### src/rtl/aes_pkg.sv
// Shared types and constants for the AES-128 key-schedule controller.
// Contents: controller state enum, datapath mode codes, round count, bus widths.
package aes_pkg;

    localparam int unsigned AES_NR = 10;
    localparam int unsigned BLK_W  = 128;
    localparam int unsigned CNT_W  = 4;
    localparam int unsigned MODE_W = 3;

    typedef logic [BLK_W-1:0] aes_block_t;

    typedef enum logic [1:0] {
        IDLE   = 2'd0,
        LOAD   = 2'd1,
        EXPAND = 2'd2,
        REPLAY = 2'd3
    } ks_state_e;

    localparam logic [MODE_W-1:0] KE_MODE_HOLD   = 3'b000;
    localparam logic [MODE_W-1:0] KE_MODE_LOAD   = 3'b001;
    localparam logic [MODE_W-1:0] KE_MODE_EXPAND = 3'b010;

endpackage

### src/rtl/aes_rk_cache.sv
// Round-key cache: DEPTH x 128-bit register file, one synchronous write port,
// one asynchronous read port, and a valid flag (clear has priority over set).
// Ports: clk, rst_n; wr_en/wr_addr/wr_data write port; rd_addr/rd_data read
// port; set_valid/clr_valid flag controls; valid flag output.
module aes_rk_cache
    import aes_pkg::*;
#(
    parameter int unsigned DEPTH = AES_NR + 1
) (
    input  logic             clk,
    input  logic             rst_n,
    input  logic             wr_en,
    input  logic [CNT_W-1:0] wr_addr,
    input  aes_block_t       wr_data,
    input  logic [CNT_W-1:0] rd_addr,
    output aes_block_t       rd_data,
    input  logic             set_valid,
    input  logic             clr_valid,
    output logic             valid
);

    aes_block_t mem [DEPTH];

    // Storage is cleared on reset so a stale key never survives a reset.
    always_ff @(posedge clk or negedge rst_n) begin
        if (!rst_n) begin
            for (int i = 0; i < int'(DEPTH); i++) begin
                mem[i] <= '0;
            end
        end else if (wr_en && (32'(wr_addr) < DEPTH)) begin
            mem[wr_addr] <= wr_data;
        end
    end

    always_ff @(posedge clk or negedge rst_n) begin
        if (!rst_n) begin
            valid <= 1'b0;
        end else if (clr_valid) begin
            valid <= 1'b0;
        end else if (set_valid) begin
            valid <= 1'b1;
        end
    end

    assign rd_data = (32'(rd_addr) < DEPTH) ? mem[rd_addr] : '0;

endmodule

### src/rtl/aes_key_sched_ctrl.sv
// AES-128 key-expansion sequencer. Accepts a cipher key, steps the external
// expansion datapath (mode/count/key), and streams round keys 0..NR to the
// cipher core over a valid/ready port, freezing the datapath on backpressure.
// Optional build macro AES_KE_RK_CACHE_EN adds a round-key cache and a REPLAY
// state that streams keys NR..0 without re-expanding.
// Ports: key_valid_i/key_ready_o/key_i key intake; flush_i abort;
// replay_req_i replay start; ke_mode_o/ke_count_o/ke_key_o/ke_rk_i datapath;
// rk_valid_o/rk_ready_i/rk_data_o/rk_idx_o/rk_last_o round-key stream;
// busy_o, done_o, cache_valid_o status.
module aes_key_sched_ctrl
    import aes_pkg::*;
#(
    parameter int unsigned NR = AES_NR
) (
    input  logic              clk,
    input  logic              rst_n,
    input  logic              key_valid_i,
    output logic              key_ready_o,
    input  logic [BLK_W-1:0]  key_i,
    input  logic              flush_i,
    input  logic              replay_req_i,
    output logic [MODE_W-1:0] ke_mode_o,
    output logic [CNT_W-1:0]  ke_count_o,
    output logic [BLK_W-1:0]  ke_key_o,
    input  logic [BLK_W-1:0]  ke_rk_i,
    output logic              rk_valid_o,
    input  logic              rk_ready_i,
    output logic [BLK_W-1:0]  rk_data_o,
    output logic [CNT_W-1:0]  rk_idx_o,
    output logic              rk_last_o,
    output logic              busy_o,
    output logic              done_o,
    output logic              cache_valid_o
);

    localparam logic [CNT_W-1:0] LAST_IDX = CNT_W'(NR);

    ks_state_e        state, state_nxt;
    aes_block_t       key_r, key_r_nxt;
    logic [CNT_W-1:0] count, count_nxt;
    logic             done_r, done_nxt;
    logic             cache_wr_c, cache_set_c, cache_clr_c;

`ifdef AES_KE_RK_CACHE_EN
    logic [CNT_W-1:0] idx, idx_nxt;
    aes_block_t       cache_rd_c;
    logic             cache_valid_c;
`endif

    // State and datapath-control registers.
    always_ff @(posedge clk or negedge rst_n) begin
        if (!rst_n) begin
            state  <= IDLE;
            key_r  <= '0;
            count  <= '0;
            done_r <= 1'b0;
        end else begin
            state  <= state_nxt;
            key_r  <= key_r_nxt;
            count  <= count_nxt;
            done_r <= done_nxt;
        end
    end

`ifdef AES_KE_RK_CACHE_EN
    always_ff @(posedge clk or negedge rst_n) begin
        if (!rst_n) begin
            idx <= '0;
        end else begin
            idx <= idx_nxt;
        end
    end
`endif

    // Next-state and stream/datapath outputs.
    always_comb begin
        state_nxt   = state;
        key_r_nxt   = key_r;
        count_nxt   = count;
        done_nxt    = 1'b0;
        cache_wr_c  = 1'b0;
        cache_set_c = 1'b0;
        cache_clr_c = 1'b0;
        key_ready_o = 1'b0;
        ke_mode_o   = KE_MODE_HOLD;
        rk_valid_o  = 1'b0;
        rk_data_o   = '0;
        rk_idx_o    = '0;
        rk_last_o   = 1'b0;
`ifdef AES_KE_RK_CACHE_EN
        idx_nxt     = idx;
`endif

        case (state)
            IDLE: begin
                key_ready_o = 1'b1;
                if (key_valid_i) begin
                    key_r_nxt   = key_i;
                    count_nxt   = '0;
                    cache_clr_c = 1'b1;
                    state_nxt   = LOAD;
                end
`ifdef AES_KE_RK_CACHE_EN
                else if (replay_req_i && cache_valid_c) begin
                    idx_nxt   = LAST_IDX;
                    state_nxt = REPLAY;
                end
`endif
            end

            LOAD: begin
                ke_mode_o = KE_MODE_LOAD;
                state_nxt = EXPAND;
            end

            // Datapath advances only on a handshake, so ke_rk_i is frozen in a stall.
            EXPAND: begin
                rk_valid_o = 1'b1;
                rk_data_o  = ke_rk_i;
                rk_idx_o   = count;
                rk_last_o  = (count == LAST_IDX);
                ke_mode_o  = rk_ready_i ? KE_MODE_EXPAND : KE_MODE_HOLD;
                if (rk_ready_i) begin
                    cache_wr_c = 1'b1;
                    if (count == LAST_IDX) begin
                        cache_set_c = 1'b1;
                        done_nxt    = 1'b1;
                        state_nxt   = IDLE;
                    end else begin
                        count_nxt = count + 1'b1;
                    end
                end
            end

`ifdef AES_KE_RK_CACHE_EN
            REPLAY: begin
                rk_valid_o = 1'b1;
                rk_data_o  = cache_rd_c;
                rk_idx_o   = idx;
                rk_last_o  = (idx == '0);
                if (rk_ready_i) begin
                    if (idx == '0) begin
                        done_nxt  = 1'b1;
                        state_nxt = IDLE;
                    end else begin
                        idx_nxt = idx - 1'b1;
                    end
                end
            end
`endif

            default: state_nxt = IDLE;
        endcase

        // Abort discards any same-cycle handshake or key accept.
        if (flush_i) begin
            state_nxt   = IDLE;
            key_r_nxt   = key_r;
            count_nxt   = count;
            done_nxt    = 1'b0;
            cache_wr_c  = 1'b0;
            cache_set_c = 1'b0;
            cache_clr_c = 1'b1;
        end
    end

    assign ke_count_o = count;
    assign ke_key_o   = key_r;
    assign busy_o     = (state != IDLE);
    assign done_o     = done_r;

`ifdef AES_KE_RK_CACHE_EN
    aes_rk_cache #(
        .DEPTH (NR + 1)
    ) u_rk_cache (
        .clk       (clk),
        .rst_n     (rst_n),
        .wr_en     (cache_wr_c),
        .wr_addr   (count),
        .wr_data   (ke_rk_i),
        .rd_addr   (idx),
        .rd_data   (cache_rd_c),
        .set_valid (cache_set_c),
        .clr_valid (cache_clr_c),
        .valid     (cache_valid_c)
    );

    assign cache_valid_o = cache_valid_c;
`else
    logic unused_cache;
    assign unused_cache  = ^{replay_req_i, cache_wr_c, cache_set_c, cache_clr_c};
    assign cache_valid_o = 1'b0;
`endif

endmodule

### config.mk
export PLATFORM = sky130hd
export DESIGN_NAME = aes_key_sched_ctrl
export DESIGN_NICKNAME = d
export VERILOG_FILES = /design/src/rtl/aes_pkg.sv /design/src/rtl/aes_rk_cache.sv /design/src/rtl/aes_key_sched_ctrl.sv
export SDC_FILE = /design/constraint.sdc
export NUM_CORES = 1
export LEC_CHECK = 0
export BUFFER_PORTS_ARGS = -buffer_cell sky130_fd_sc_hd__buf_2
export CAP_MARGIN = 20
export CORE_AREA = 2 2 206 208
export CTS_BUF_LIST = sky130_fd_sc_hd__clkbuf_8
export CTS_CLUSTER_SIZE = 24
export DETAILED_ROUTE_END_ITERATION = 12
export DIE_AREA = 0 0 208 210
export SETUP_SLACK_MARGIN = 0.05
export SLEW_MARGIN = 15
export SYNTH_ARGS = -nofsm -noshare
export SYNTH_HDL_FRONTEND = slang
export SYNTH_SLANG_ARGS = --single-unit
### constraint.sdc
create_clock -name clk -period 4 [get_ports clk]
set_input_delay 0.8 -clock clk [delete_from_list [all_inputs] [get_ports clk]]
set_output_delay 0.8 -clock clk [all_outputs]
set_load 0.01 [all_outputs]
### Word level (Yosys, flattened, before mapping)

Cells that the tools add are included.

* ROM bits: 0
* register bits after elaboration: 135
* word-level logic and storage cells: 41
* input bits: 262
* latch bits: 0
* output and inout port bits: 273
* memories: 0
* bits in writable memories: 0

* eq/ne operators: 9
* bitwise gates (word level): 1
* divide/modulo/power cells: 0
* reductions and logical operators: 6
* multiply operators: 0
* add/subtract/negate cells: 1
* $lt $le $gt $ge: 0
* multiplexer cells: 20
* shift operators: 0

Operators with widths (number)
* $mux W128: 1
* $mux W4: 4
* $mux W2: 5
* $ne A3 B3 Y1 const B: 3
* $pmux W4 S2: 1
* $mux W1: 7
* $ne A2 B2 Y1 const B: 3
* $pmux W2 S3: 1
* $reduce_and A3 Y1: 2
* $reduce_and A5 Y1: 1
* $add A4 B1 Y4 const B: 1
* $eq A4 B4 Y1 const B: 1
* $pmux W2 S2: 1
* $reduce_bool A2 Y1: 2
* $eq A2 B1 Y1 const B: 1
* $eq A2 B2 Y1 const B: 1
* $logic_not A2 Y1: 1
* $not A1 Y1: 1

### Depth between registers and ports, before layout

Gate-level depths: netlist (run 1).

* depth in word-level cells: 5
* gate-level depth with buffers: 5
* mapped depth without buffers: 5

### Least setup slack after synthesis (run 1)

No wires, ideal clock.

* path type: register to output
* from: reg state[1]
* to: out rk_data_o[100]
* setup slack: 1850 ps
* cell stages (with the launch flop): 6
* arrival: 1350 ps
* data required time: 3200 ps
* cells stage by stage: dfrtp_1 nor2b_1 buf_2 buf_1 clkbuf_1 and2_1

* word-level cells in the longest chain between the ends: 2

Ends and longest elaborated chain
* start: declaration: line aes_key_sched_ctrl.sv:38 `ks_state_e state, state_nxt;`
* start signal: assignment: line aes_key_sched_ctrl.sv:58 `state <= state_nxt;`
* $eq A2 B2 Y1: line aes_key_sched_ctrl.sv:94 `case (state)`
* $mux W128: line aes_key_sched_ctrl.sv:94
* end: declaration: line aes_key_sched_ctrl.sv:28 `output logic [BLK_W-1:0] rk_data_o,`

No other way between the ends.

### Worst setup path after layout (run 1)

* from: reg state[1]
* to: out rk_data_o[56]

Same word-level chain as after synthesis.

==> out/summary.txt, run 1 <==
Cell variety after synth = 30
Synth Area in Simple Gates = 14.41%
Drt first pass iters = 4
Hold_ws = 0.2904 ns
Startpoint Class = flip-flop
Die area = 43680 um2
Register area = 3378 um2
CP Class = flip-flop to output pin
Sequential share of the synthesized area = 51.31%
Core area = 41480 um2
CTS tree = built
Min Tclk post-route = 3.222 ns
XOR/XNOR share of the synthesized area = 0%
Power density of the placed cells = 422.9 nW/um2
Total chip power = 4.257 mW
Hold Path Class = input pin to async pin
Vias per cell = 3.663
First-pass GRT wire length = 35.06 mm
Site row count = 75
Top Ports = 535
Netlist Area Pre-Place = 6584 um2
Worst-path clk slew = 0.08 ns
Post-route ant nets = 0
Clk Latency, worst-skew pair = 0.51 ns
Outcome = finished, final reports clean
Top cells by area, synth = dfrtp_1, mux2_4, and2_1, mux2_2, buf_12
Clock root buffer = clkbuf_8
CP Capture Type = output pin
Setup violations, final = 0
Initial core utilization = 15.87%
Largest net degree at the start of global routing = 133
Wire per inst = 15.91 um
Final GP Congestion = 0.9283
Vias in the first global route = 5628
# H-tree levels = 4
DR vias = 5630
Final TNS setup = 0 ns
DR DRC count = 0
RSZ-0062 raised after global routing = false
1st-iter DRT viols = 247
Routed WL = 24.46 mm
Total Routing Usage GR = 10.93%
Post-CTS Repair Setup Buffers = 0
Area fraction in compound gates after synthesis = 0.8172%
TritonCTS buffer count = 17
F_max = 0.3104 GHz
Die Width = 208 um
Max-slew violations = 0
Ys Warns = 0
Final Skew = 0.008348 ns
Port buffer count = 531
Mean Syn Cell Area = 14.34 um2
Main synth FF type = dfrtp_1
Fin util = 24.27%
MaxCap Viol Count = 0
FF+latch count, synth = 135
Critical path required time = 3.20 ns
Detailed placer's ending HPWL = 19.35 mm
Post-synth top area share = 51.31%
Worst Setup SP = state[1]
Final Cycle Share = 80.55%
Clock tree buffer depth = 2
FILL cells = 4422
Footprint of the multi-input gates = 2879 um2
Mux share of post-synthesis cell area = 27.90%
Final hold violations = 0
Post-route setup slack = 0.7779 ns
Ys async rst share = 100.0%
Post-CTS Hold Fix Bufs = 0
Peak VDD IR = 0.2627 mV
Area grow syn2layout = 52.89%
Initial antenna violation count = 7
Worst endpoint data arrival time = 2.42 ns
Worst slew margin = 36.74%
Share of layout cells above drive strength 1 = 69.98%
Nets = 1247
GR Overflow Total = 0
Critical Path Fanout Max = 132
R2r setup slk = 1.72 ns
Die Y-Extent = 210 um
EDFF count, synth = 0
Sink Count = 135
Area leader, netlist = dfrtp_1
R2r startpoint = state[0]
Largest family of logic cells by synthesized area = multiplexers
Pre-CTS WS = 1.305 ns
Worst slew pin tran = 0.9489 ns
Post-CTS Resized = 0
Synth Instances = 459
Post-synthesis adder-cell area fraction = 0.3801%
Leakage = 5.463 nW
## sequential cells by signal, summed over array words and instances, names as in the netlist
| signal | flops |
|---|---|
| ke_key_o | 128 |
| ke_count_o | 4 |
| state | 2 |
| done_o | 1 |
## Yosys cell counts, types with 3 or more instances
| cell type | count |
|---|---|
| buf_12 | 11 |
| mux2_4 | 100 |
| and2_1 | 135 |
| mux2_2 | 28 |
| buf_4 | 3 |
| inv_1 | 4 |
| dfrtp_1 | 135 |
| nand3_1 | 3 |
| clkbuf_1 | 13 |
## final cells by class
| class | instances | area share [%] |
|---|---|---|
| clock inverters | 15 | 1.603 |
| well taps | 539 | 6.700 |
| flip-flops and latches | 135 | 33.56 |
| multi-input cells | 290 | 28.60 |
| clock buffers | 17 | 2.324 |
| inverters | 4 | 0.1492 |
| diodes | 2 | 0.04972 |
| repair buffers | 535 | 27.01 |
## metal layers
layer	vias up	part of all wire [%]	global-route usage [%]
li1	2570	-	-
met1	2713	39	12.41
met2	299	49	18.12
met3	38	9.4	4.678
met4	10	2.0	4.378
met5	-	0.29	0
## kinds of logic after synthesis
family	after synthesis
adders and majority gates	2
other	1
AOI/OAI and AO/OA	7
buffers and inverters	35
and+or+nand+nor	149
DFF	135
muxes	130
## power breakdown
group          total [mW]  leakage (nW)  internal (mW)  switching, mW
combinational        1.26          3.65          0.713          0.549
clock                1.18         0.212          0.606          0.572
sequential           1.82          1.60           1.65          0.165
total                4.26          5.46           2.97           1.29
## critical path: stages (launching register included)
cell,delay [ns]
dfrtp_1,0.48
nor2b_4,0.22
buf_4,0.72
and2_1,0.28
buf_2,0.17
## placed cells by master (no fill, tap or decap), drive strengths merged, types with 2 or more instances in the layout
cell type	instances
diode	2
inv	7
mux2i	2
and2	135
a2111oi	2
clkbuf	17
bufinv	3
dfrtp	135
conb	2
clkinv	8
nor2b	2
ha	2
mux2	128
nor2	2
nand3	3
buf	535
## path summary, 6_finish.rpt
path	end	depth (start not counted)
hold reg to reg	ke_key_o[89]	1
hold / removal	ke_key_o[8]	1
setup reg to reg	ke_key_o[101]	4
min in group clk	ke_key_o[89]	1
max in group asynchronous	ke_key_o[33]	2
setup / recovery	rk_data_o[56]	4
## through the flow
step | instances | cell area, um2
6_report | 1537 | 10070
5_1_grt | 1536 | 10060
2_1_floorplan | 460 | 6588
3_5_place_dp | 1503 | 9666
4_1_cts | 1535 | 10060
3_3_place_gp | 1503 | 9666
(Power assumes the default switching activity.)
==> run 2: changes to the inputs <==
- ABC_AREA: not set -> 1
- CORE_AREA: 2 2 206 208 -> 2 2 207 209
- DIE_AREA: 0 0 208 210 -> 0 0 209 211
- clock period: 4 -> 3.2 ns (I/O delays scaled with it)
==> out/summary.txt, run 2 <==
Outcome = finished, final reports clean
Synth cell count leaders = nand2_1, inv_1, dfrtp_1
Max-slew violations = 0 (unchanged)
Post-CTS Resized = 0 (unchanged)
Area leader, netlist = dfrtp_1
Drt first pass iters = 5 (+1)
Mux share of post-synthesis cell area = 0% (-28 points)
Peak VDD IR = 0.2580 mV (-1.8%)
Hold Path Class = input pin to async pin
Site row count = 75 (unchanged)
Ys Warns = 0 (unchanged)
# H-tree levels = 4 (unchanged)
Post-route ant nets = 0 (unchanged)
Final TNS setup = 0 ns (unchanged)
Vias in the first global route = 7551 (+34%)
Vias per cell = 3.819 (+4.3%)
Main synth FF type = dfrtp_1
Detailed placer's ending HPWL = 25.48 mm (+32%)
Clock root buffer = clkbuf_8
DR vias = 7458 (+32%)
CP Capture Type = output pin
Hold_ws = 0.1192 ns (-0.1711 ns)
Mean Syn Cell Area = 7.338 um2 (-49%)
XOR/XNOR share of the synthesized area = 0.1358% (+0.14 points)
GR Overflow Total = 0 (unchanged)
Critical Path Fanout Max = 62 (-53%)
RSZ-0062 raised after global routing = false
Clk Latency, worst-skew pair = 0.49 ns (-0.02 ns)
Cell variety after synth = 18 (-40%)
Post-CTS Hold Fix Bufs = 0 (unchanged)
Area fraction in compound gates after synthesis = 0.4656% (-0.35 points)
Final Skew = 0.02166 ns (+0.01331 ns)
Commonest cells after routing, fill and taps aside = buf_2, nand2_1, inv_1
FILL cells = 4695 (+6.2%)
Synth Area in Simple Gates = 33.93% (+20 points)
Max reg flops = 128 (unchanged)
Ys async rst share = 100.0% (unchanged)
Wire per inst = 16.29 um (+2.4%)
Area grow syn2layout = 55.60%
Share of layout cells above drive strength 1 = 43.81% (-26 points)
Post-synthesis adder-cell area fraction = 0.3880% (+0.0079 points)
Largest net degree at the start of global routing = 129 (-3.0%)
Most common cell after layout, fill and taps aside = buf_2
Initial antenna violation count = 4 (-3)
Worst endpoint data arrival time = 1.98 ns (-0.44 ns)
Startpoint Class = flip-flop
Leakage = 6.551 nW (+20%)
Critical Path Max Stage Delay = 0.44 ns (-0.28 ns)
Post-CTS Repair Setup Buffers = 0 (unchanged)
CP Class = flip-flop to output pin
Top cells by area, synth = dfrtp_1, nand2_1, inv_1, nor2_1, nor2_2
1st-iter DRT viols = 374 (+51%)
Netlist Area Pre-Place = 6450 um2 (-2.0%)
Finished Layout Cells = 1953 (+27%)
TritonCTS buffer count = 17 (unchanged)
F_max = 0.3813 GHz
Worst slew pin tran = 0.8081 ns (-0.1408 ns)
Port buffer count = 531 (unchanged)
Min Tclk post-route = 2.623 ns
Sink Count = 135 (unchanged)
First-pass GRT wire length = 46.11 mm (+32%)
Dpl cells = 1920 (+28%)
Die area = 44100 um2 (+0.96%)
Final GP Congestion = 0.9302 (+0.20%)
CTS tree = built
Sequential share of the synthesized area = 52.38% (+1.1 points)
Count leader, synth = nand2_1
Top Ports = 535 (unchanged)
Final hold violations = 0 (unchanged)
MaxCap Viol Count = 0 (unchanged)
Worst-path clk slew = 0.09 ns (about the same)
Power density of the placed cells = 490.9 nW/um2 (+16%)
Synth Instances = 879 (+92%)
Worst slew margin = 46.13% (+9.4 points)
Routed WL = 31.81 mm (+30%)
Clock tree buffer depth = 2 (unchanged)
DR DRC count = 0 (unchanged)
Critical path's slowest cell = dfrtp_1
Initial core utilization = 15.45% (-0.43 points)
Total Routing Usage GR = 14.13% (+3.2 points)
Final Cycle Share = 81.95%
Sequence of cells on the critical path = inv_2 -> nor2_2 -> inv_4 -> buf_12 -> nor2_1 -> buf_2
Die Width = 209 um (+0.48%)
Die Y-Extent = 211 um (+0.48%)
EDFF count, synth = 0 (unchanged)
Nets = 1664 (+33%)
Core area = 41760 um2 (+0.68%)
Largest family of logic cells by synthesized area = simple AND/OR/NAND/NOR gates
Setup violations, final = 0 (unchanged)
Critical path required time = 2.56 ns (-0.64 ns)
Post-synth top area share = 52.38% (+1.1 points)
FF+latch count, synth = 135 (unchanged)
==> run 2: changes by cell type after synthesis, sizes merged, moves of 3 or more <==
cell | before | now
nor2 | 2 | 145
clkbuf | 13 | 5
buf | 18 | 40
inv | 4 | 141
and2 | 135 | 0
mux2 | 128 | 0
nand3 | 3 | 6
nand2 | 1 | 397
o21bai | 0 | 4
==> run 2: where the power goes <==
group | switching, mW | total (mW) | internal, mW
Combinational | 0.867 | 1.44 | 0.577
Clock | 0.700 | 1.29 | 0.587
Sequential | 0.172 | 2.20 | 2.02
==> run 2: path summary, 6_finish.rpt <==
| kind | start | to | cells past startpoint | slack, ns |
|---|---|---|---|---|
| max | state[1] | rk_data_o[2] | 6 | 0.58 |
| min | rst_n | ke_key_o[94] | 1 | 0.12 |
| max reg2reg | state[0] | ke_key_o[23] | 6 | 1.27 |
| min reg2reg | ke_key_o[108] | ke_key_o[108] | 2 | 0.47 |
| max in group asynchronous | rst_n | ke_key_o[10] | 2 | 2.38 |
| min in group clk | key_i[109] | ke_key_o[109] | 3 | 0.35 |
==> run 2: per-layer routing <==
metal / track usage, % / wire length (um) / vias to the layer above
met4: 8.005 / 1509 / 4
met1: 14.72 / 11700 / 3518
li1: - / - / 3525
met3: 4.609 / 2429 / 54
met5: 0 / 30 / -
met2: 25.08 / 16140 / 357
==> run 2: metrics by stage <==
stage	util, %	power (mW)	setup slack (ns)	instance area (um2)
floorplan	-	2.883	1.344	6454
global placement	23.22	3.662	1.153	9698
detailed placement	23.22	3.692	1.112	9698
CTS	24.03	5.045	0.5007	10030
global route	24.03	5.278	0.4272	10040
finish	24.03	4.927	0.5775	10040
==> run 2: worst max-delay path: cells and delay by family, from the launching register on <==
kind / cells / cell delay (ns)
buffers and inverters: 4 / 0.85
flip-flops: 1 / 0.44
AND/OR/NAND/NOR: 2 / 0.15
==> run 2: kinds of logic (layout without fill, tap and decap cells) <==
family / Yosys count / count (layout)
xor gates and xnor gates: 1 / 1
DFF: 135 / 135
buffers and inverters: 186 / 719
and+or+nand+nor: 550 / 550
adders and majority gates: 2 / 2
other: 1 / 3
AOI/OAI and AO/OA: 4 / 4
==> run 2: final cells by class <==
cell class	instances	area, um2	area share (%)
multi-input cells	559	2272	22.64
diodes	1	2.502	0.02493
well taps	539	674.4	6.720
flip-flops and latches	135	3378	33.66
repair buffers	546	2839	28.29
clock buffers	17	234.0	2.331
clock inverters	15	101.3	1.010
inverters	141	534.3	5.324
